File: src/rtl/arm_ctrl_pkg.sv
// Shared control definitions for the multicycle decoder: state codes,
// datapath select constants and instruction class (Op) constants.
package arm_ctrl_pkg;

    // Main FSM states; codes 10-14 are unused and recover to FETCH
    typedef enum logic [3:0] {
        S_FETCH    = 4'd0,
        S_DECODE   = 4'd1,
        S_MEMADR   = 4'd2,
        S_MEMRD    = 4'd3,
        S_MEMWB    = 4'd4,
        S_MEMWR    = 4'd5,
        S_EXECUTER = 4'd6,
        S_EXECUTEI = 4'd7,
        S_ALUWB    = 4'd8,
        S_BRANCH   = 4'd9,
        S_UNKNOWN  = 4'd15
    } state_t;

    // ALU operand B select
    localparam logic [1:0] SRCB_RD2    = 2'b00;
    localparam logic [1:0] SRCB_EXTIMM = 2'b01;
    localparam logic [1:0] SRCB_FOUR   = 2'b10;

    // Result bus select
    localparam logic [1:0] RES_ALUOUT    = 2'b00;
    localparam logic [1:0] RES_DATA      = 2'b01;
    localparam logic [1:0] RES_ALURESULT = 2'b10;

    // Instruction classes from instr[27:26]
    localparam logic [1:0] OP_DP  = 2'b00;
    localparam logic [1:0] OP_MEM = 2'b01;
    localparam logic [1:0] OP_B   = 2'b10;

endpackage

File: src/rtl/mainfsm.sv
// Multicycle main control FSM: sequences fetch/decode/execute/writeback
// from Op/Funct and drives datapath selects plus unconditional write
// requests that condlogic later qualifies.
module mainfsm
    import arm_ctrl_pkg::*;
#(
    parameter bit TRAP_UNKNOWN = 1'b0
) (
    input  logic       clk,
    input  logic       reset,
    input  logic [1:0] Op,
    input  logic [5:0] Funct,
    output logic       IRWrite,
    output logic       AdrSrc,
    output logic       ALUSrcA,
    output logic [1:0] ALUSrcB,
    output logic [1:0] ResultSrc,
    output logic       ALUOp,
    output logic       NextPC,
    output logic       RegW,
    output logic       MemW,
    output logic       Branch,
    output logic [3:0] State
);

    state_t state, nextstate;

    // Only I (Funct[5]) and L/S (Funct[0]) steer the sequence
    logic funct_unused;
    assign funct_unused = ^Funct[4:1];

    assign State = state;

    // State register with asynchronous return to FETCH
    always_ff @(posedge clk or posedge reset) begin
        if (reset) state <= S_FETCH;
        else       state <= nextstate;
    end

    // Next-state selection; Op/Funct only matter in DECODE and MEMADR
    always_comb begin
        nextstate = S_FETCH;
        case (state)
            S_FETCH:  nextstate = S_DECODE;
            S_DECODE: begin
                case (Op)
                    OP_MEM:  nextstate = S_MEMADR;
                    OP_DP:   nextstate = Funct[5] ? S_EXECUTEI : S_EXECUTER;
                    OP_B:    nextstate = S_BRANCH;
                    default: nextstate = S_UNKNOWN;
                endcase
            end
            S_MEMADR:   nextstate = Funct[0] ? S_MEMRD : S_MEMWR;
            S_MEMRD:    nextstate = S_MEMWB;
            S_EXECUTER: nextstate = S_ALUWB;
            S_EXECUTEI: nextstate = S_ALUWB;
            S_UNKNOWN:  nextstate = TRAP_UNKNOWN ? S_UNKNOWN : S_FETCH;
            default:    nextstate = S_FETCH;
        endcase
    end

    // Moore outputs; write requests are held off while reset is asserted
    always_comb begin
        IRWrite   = 1'b0;
        AdrSrc    = 1'b0;
        ALUSrcA   = 1'b0;
        ALUSrcB   = SRCB_RD2;
        ResultSrc = RES_ALUOUT;
        ALUOp     = 1'b0;
        NextPC    = 1'b0;
        RegW      = 1'b0;
        MemW      = 1'b0;
        Branch    = 1'b0;
        case (state)
            S_FETCH: begin
                IRWrite   = 1'b1;
                NextPC    = 1'b1;
                ALUSrcA   = 1'b1;
                ALUSrcB   = SRCB_FOUR;
                ResultSrc = RES_ALURESULT;
            end
            S_DECODE: begin
                ALUSrcA   = 1'b1;
                ALUSrcB   = SRCB_FOUR;
                ResultSrc = RES_ALURESULT;
            end
            S_MEMADR:   ALUSrcB = SRCB_EXTIMM;
            S_MEMRD:    AdrSrc  = 1'b1;
            S_MEMWB: begin
                ResultSrc = RES_DATA;
                RegW      = 1'b1;
            end
            S_MEMWR: begin
                AdrSrc = 1'b1;
                MemW   = 1'b1;
            end
            S_EXECUTER: ALUOp = 1'b1;
            S_EXECUTEI: begin
                ALUSrcB = SRCB_EXTIMM;
                ALUOp   = 1'b1;
            end
            S_ALUWB:    RegW = 1'b1;
            S_BRANCH: begin
                ALUSrcB   = SRCB_EXTIMM;
                ResultSrc = RES_ALURESULT;
                Branch    = 1'b1;
            end
            default: ;
        endcase
        if (reset) begin
            IRWrite = 1'b0;
            NextPC  = 1'b0;
            RegW    = 1'b0;
            MemW    = 1'b0;
            Branch  = 1'b0;
        end
    end

endmodule
File: config.mk
export PLATFORM = sky130hd
export DESIGN_NAME = mainfsm
export DESIGN_NICKNAME = d
export VERILOG_FILES = /design/src/rtl/arm_ctrl_pkg.sv /design/src/rtl/mainfsm.sv
export SDC_FILE = /design/constraint.sdc
export NUM_CORES = 1
export LEC_CHECK = 0
export ABC_AREA = 0
export CAP_MARGIN = 20
export CELL_PAD_IN_SITES_DETAIL_PLACEMENT = 1
export CELL_PAD_IN_SITES_GLOBAL_PLACEMENT = 1
export CORE_UTILIZATION = 25
export CTS_CLUSTER_DIAMETER = 40
export CTS_CLUSTER_SIZE = 14
export DETAILED_ROUTE_END_ITERATION = 7
export PLACE_DENSITY = 0.87
export RECOVER_POWER = 100
export SYNTH_ARGS = -nofsm -noshare
export SYNTH_HDL_FRONTEND = slang
export SYNTH_SLANG_ARGS = --single-unit
File: constraint.sdc
create_clock -name clk -period 1.9 [get_ports clk]
set_input_delay 0.38 -clock clk [delete_from_list [all_inputs] [get_ports clk]]
set_output_delay 0.38 -clock clk [all_outputs]
set_load 0.1 [all_outputs]
==> results.md, run 1 <==
- Post-Synth XOR/XNOR Area: 0.0446
- Antenna-violating nets left: 0
- Net count after synthesis: 60
- Final net count: 91
- Top Ports: 26
- Synth Area in Adders: 0.127
- CP endpoint kind: primary output
- Vias per inst: just over 5
- Setup TNS Final: 0 ns
- Worst-path clk slew: roughly 0.040 ns
- DR vias: 465
- Overall Global Routing Usage: 0.181
- Worst reg2reg setup slack: 0.56 ns
- F_max: around 530 MHz
- Normalized max-slew margin: 0.828
- Sequential share of the synthesized area: 0.255
- Most common cell in the netlist: nor3_1
- Synth Area per Inst: 8.54 um^2
- Post-Synth Simple-Gate Area: 0.283
- Critical path arrival: about 1.5 ns
- Fillers: roughly 110
- Clock sink total: 4
- Ant diodes: 0
- Cell taking the most area after synthesis: dfrtp_1
- Post-synth EDFFs: 0
- Hold crit path type: in -> async
- Global-route wire length before repair: 2.42 mm
- Post-DP HPWL: about 1.1 mm
- Required time worst endpoint: around 1.5 ns
- Status: finished clean
- Largest register FFs: 4
- H-tree depth: 1
- Kind of critical path: in -> out
- Final min period: approximately 1.9 ns
- Final Setup Violations: 0
- Synth top area share: 0.255
- Clk buf depth: 2
- Final wirelength: between 1 and 1.5 mm
- Largest family of logic cells by synthesized area: simple AND/OR/NAND/NOR gates
- Clock root cell: clkbuf_4
- Post-synthesis sequential element count: 4
- Yosys Warn Count: 0
- Crit Path Max Fanout: 2
- Syn Inst Count: 46
- Routability Congestion: approximately 0.76
- Mux contribution to synthesized area: 0
- Vias in the first global route: 510
- IO Port Bufs: 21
- Period utilization: 0.985
- TritonCTS buffer count: 3
- Starting Density: 0.284
- Reg2Reg Depth: 4
- TritonRoute pass-1 iters: 2
- Hold buffers post-CTS: 0
- Cell Rows: 13
- Skew-Pair Late Insertion Delay: about 0.24 ns
- Synth Area in Compound Gates: 0.159
- Core area: around 1400 um^2
- Layout cells sized above 1: 0.693
- Reg-to-reg endpoint: State[1]$_DFF_PP0_
- R2r startpoint: State[0]$_DFF_PP0_
- Layout Skew: 0.00880 ns
- Pin count of the biggest net entering global routing: 13
- Max Slew Vio Count: 0
- Largest cells by area after synthesis: dfrtp_1, ha_1, nor3_1
- Synth async-reset ratio: 1.00
- Netlist cell types: 25
- Initial antenna violation count: 0
- 1st-iter DRT viols: 5
- Chip width: roughly 42 um
- Area grow syn2layout: 157%
- Grt ovf: 0
- DIE AREA: roughly 1700 um^2
- Die Ht: 41.6 um
- Avg WL per Cell: ~16 um
- Startpoint types: input pin
- Synth cell count leaders: nor3_1, dfrtp_1, ha_1
- Drt drc: 0
- Max cap viols: 0
- Worst Tran Pin Value: 0.257 ns
- Synth Cell Area: 393 um^2
- CTS tree: done
- Top FF cell, synth: dfrtp_1
- Final hold vios: 0
cell usage in the layout (no fill, tap or decap), drive strengths merged, types with 2 or more instances in the layout:
cell | netlist | final
buf | 4 | 25
nor3 | 9 | 9
clkdlybuf4s50 | 0 | 5
ha | 4 | 4
dfrtp | 4 | 4
inv | 4 | 4
nand2b | 4 | 4
clkbuf | 0 | 3
a21oi | 3 | 3
nor2 | 2 | 2
final cells by class:
type / count / area [um^2] / share of cell area
inverters: 5 / 33.8 / 0.0335
flip-flops and latches: 4 / 113 / 0.112
clock buffers: 3 / 22.5 / 0.0223
well taps: 15 / 18.8 / 0.0186
multi-input cells: 33 / 379 / 0.376
repair buffers: 30 / 442 / 0.438
stage by stage:
| stage | instances | setup slack (ns) | util | hold WS [ns] | area (um^2) |
|---|---|---|---|---|---|
| detailed placement | 83 | -0.00900 | 0.683 | 0.757 | 945 |
| global route | 90 | -0.0121 | 0.729 | 0.530 | 1010 |
| floorplan | 46 | -0.581 | - | 0.178 | 589 |
| finish | 90 | 0.0286 | 0.729 | 0.515 | 1010 |
| CTS | 86 | 0.0113 | 0.705 | 0.517 | 975 |
| global placement | 83 | -0.0191 | 0.683 | 0.755 | 945 |
worst max-delay path: stages:
cell and delay [ns]:
clkdlybuf4s50_1 0.45, inv_2 0.11, nand3_4 0.09, buf_4 0.15
a21oi_4 0.13, buf_12 0.19
repair_timing:
action	4_1_cts	5_1_grt
resized for setup	3	2
endpoints found under the hold margin	0	0
pin swaps	1	0
endpoints found under the setup margin	7	7
setup buffers	0	4
layer usage:
layer | routed length [um] | vias up | global-route usage
met4 | 21 | 0 | 0.0323
li1 | - | 220 | -
met5 | 0 | - | 0
met3 | 71 | 2 | 0.0609
met1 | 573 | 217 | 0.202
met2 | 803 | 26 | 0.331
worst max-delay path by stage:
stage / startpoint / to / slack, ns / cells after the start
2_1_floorplan: State[1]$_DFF_PP0_ / NextPC / -0.58 / 5
3_3_place_gp: reset / IRWrite / -0.02 / 5
3_5_place_dp: reset / IRWrite / -0.009 / 5
4_1_cts: State[3]$_DFF_PP0_ / RegW / 0.01 / 4
5_1_grt: reset / RegW / -0.01 / 6
6_report: reset / RegW / 0.03 / 6
logic make-up (layout without fill, tap and decap cells):
| logic type | count (synthesis) | after routing |
|---|---|---|
| simple gates | 18 | 18 |
| compound gates | 9 | 9 |
| buf+inv | 9 | 38 |
| fa+ha+maj | 4 | 4 |
| flops | 4 | 4 |
| xor+xnor | 2 | 2 |
Power of run 1 is left out: the tool's default activity adds up to more than one toggle a clock period on the data nets, which glitch-free logic cannot reach.
==> inputs of run 2 (changes only) <==
--- a/config.mk
+++ b/config.mk
@@ -15,6 +15,7 @@
 export DETAILED_ROUTE_END_ITERATION = 7
 export PLACE_DENSITY = 0.87
 export RECOVER_POWER = 100
+export SETUP_SLACK_MARGIN = 0.02
 export SYNTH_ARGS = -nofsm -noshare
 export SYNTH_HDL_FRONTEND = slang
 export SYNTH_SLANG_ARGS = --single-unit
==> results.md, run 2 (synthesis gave the netlist of run 1 again) <==
- Max incr delay on CP: between 0.4 and 0.5 ns
- CP endpoint kind: primary output
- Vias in the first global route: 514
- DR vias: 492
- Final Setup Violations: 0
- Startpoint types: flip-flop
- Starting Density: 0.284
- Clock sink total: 4
- Worst Tran Pin Value: 0.311 ns
- Max cap viols: 0
- Delay-heaviest family, CP: flip-flops
- Worst-path clk slew: ~0.05 ns
- Setup TNS Final: 0 ns
- TritonRoute pass-1 iters: 3
- Critical path arrival: between 1 and 1.5 ns
- Core area: ~1400 um^2
- Initial antenna violation count: 0
- Vias per inst: between 5 and 6
- Max Slew Vio Count: 0
- CP max-delay cell: dfrtp_1
- Clock root cell: clkbuf_4
- TritonCTS buffer count: 3
- Kind of critical path: reg -> out
- Hold crit path type: in -> async
- Reg-to-reg endpoint: State[1]$_DFF_PP0_
- Ant diodes: 0
- Period utilization: 0.976
- Commonest cells after routing, fill and taps aside: buf_12, buf_4, nor3_4
- Pin count of the biggest net entering global routing: 10
- RSZ-0062 raised after global routing: true
- Crit Path Max Fanout: 8
- Largest register FFs: 4
- Avg WL per Cell: 19.5 um
- Worst reg2reg setup slack: roughly 0.6 ns
- DIE AREA: ~1700 um^2
- Post-DP HPWL: about 1.2 mm
- Worst Path Buf+Inv: 2
- Final hold vios: 0
- Routability Congestion: about 0.79
- F_max: between 500 and 600 MHz
- Layout Skew: roughly 0.0034 ns
- R2r startpoint: State[0]$_DFF_PP0_
- Drt drc: 0
- 1st-iter DRT viols: 4
- Final net count: between 90 and 100
- CTS tree: done
- Cell Rows: 13
- Final wirelength: 1.79 mm
- Critical path, cell by cell: buf_4 > nor2_1 > a21boi_4 > buf_12
- Normalized max-slew margin: 0.791
- Global-route wire length before repair: 2.84 mm
- Layout cells sized above 1: 0.636
- Area grow syn2layout: 145%
- Required time worst endpoint: roughly 1.5 ns
- H-tree depth: 1
- Status: finished clean
- Skew-Pair Late Insertion Delay: around 0.24 ns
- Clk buf depth: 2
- Die Ht: between 40 and 50 um
- Antenna-violating nets left: 0
- Overall Global Routing Usage: 0.227
- Hold WS: around 0.43 ns
- Top Ports: 26
- IO Port Bufs: 21
- Final min period: ~1.9 ns
- Grt ovf: 0
- Reg2Reg Depth: 4
- Chip width: around 42 um
[run 2: cell count changes in the layout (fill, tap and decap cells not counted), sizes merged]
cell           previous run  this run
clkdlybuf4s50             5         3
dlygate4sd3               0         1
dlygate4sd2               0         1
clkbuf                    3         5
[run 2: tightest hold or removal path, stage by stage]
cell and delay (ns):
dlygate4sd2_1 0.26, inv_1 0.14, clkbuf_1 0.27
[run 2: stage by stage]
step           std cells  cell area [um^2]   util  worst slack [ns]
2_1_floorplan         46               589      -            -0.581
3_3_place_gp          83               945  0.683           -0.0255
3_5_place_dp          83               945  0.683           -0.0450
4_1_cts               89               998  0.722            0.0233
5_1_grt               92               961  0.695          -0.00801
6_report              92               961  0.695            0.0452
[run 2: worst max path at each step]
stage / startpoint / cells after the start / slack, ns / to
after floorplan: State[1]$_DFF_PP0_ / 5 / -0.58 / NextPC
after global placement: reset / 5 / -0.03 / IRWrite
after detailed placement: reset / 5 / -0.05 / NextPC
after CTS: State[2]$_DFF_PP0_ / 4 / 0.02 / ResultSrc[1]
after global routing: State[2]$_DFF_PP0_ / 4 / -0.008 / ResultSrc[1]
final: State[2]$_DFF_PP0_ / 4 / 0.05 / ResultSrc[1]
[run 2: final cells by class]
class                   count  area (um^2)
repair buffers             32          388
inverters                   5         33.8
clock buffers               3         22.5
flip-flops and latches      4          111
multi-input cells          33          387
fillers                   139          422
well taps                  15         18.8
[run 2: metal layers]
layer	wire [um]	global-route usage
met1	694	0.249
met5	0	0
met2	1000	0.406
met4	21	0.116
met3	73	0.0478
[run 2: what timing repair did]
| item | CTS | global route |
|---|---|---|
| gates resized for setup | 5 | 2 |
| pin swaps | 1 | 1 |
| buffers inserted | 3 | 3 |
| setup endpoints to repair | 6 | 7 |
| hold buffers | 0 | 0 |
Power of run 2 is left out for the same reason.
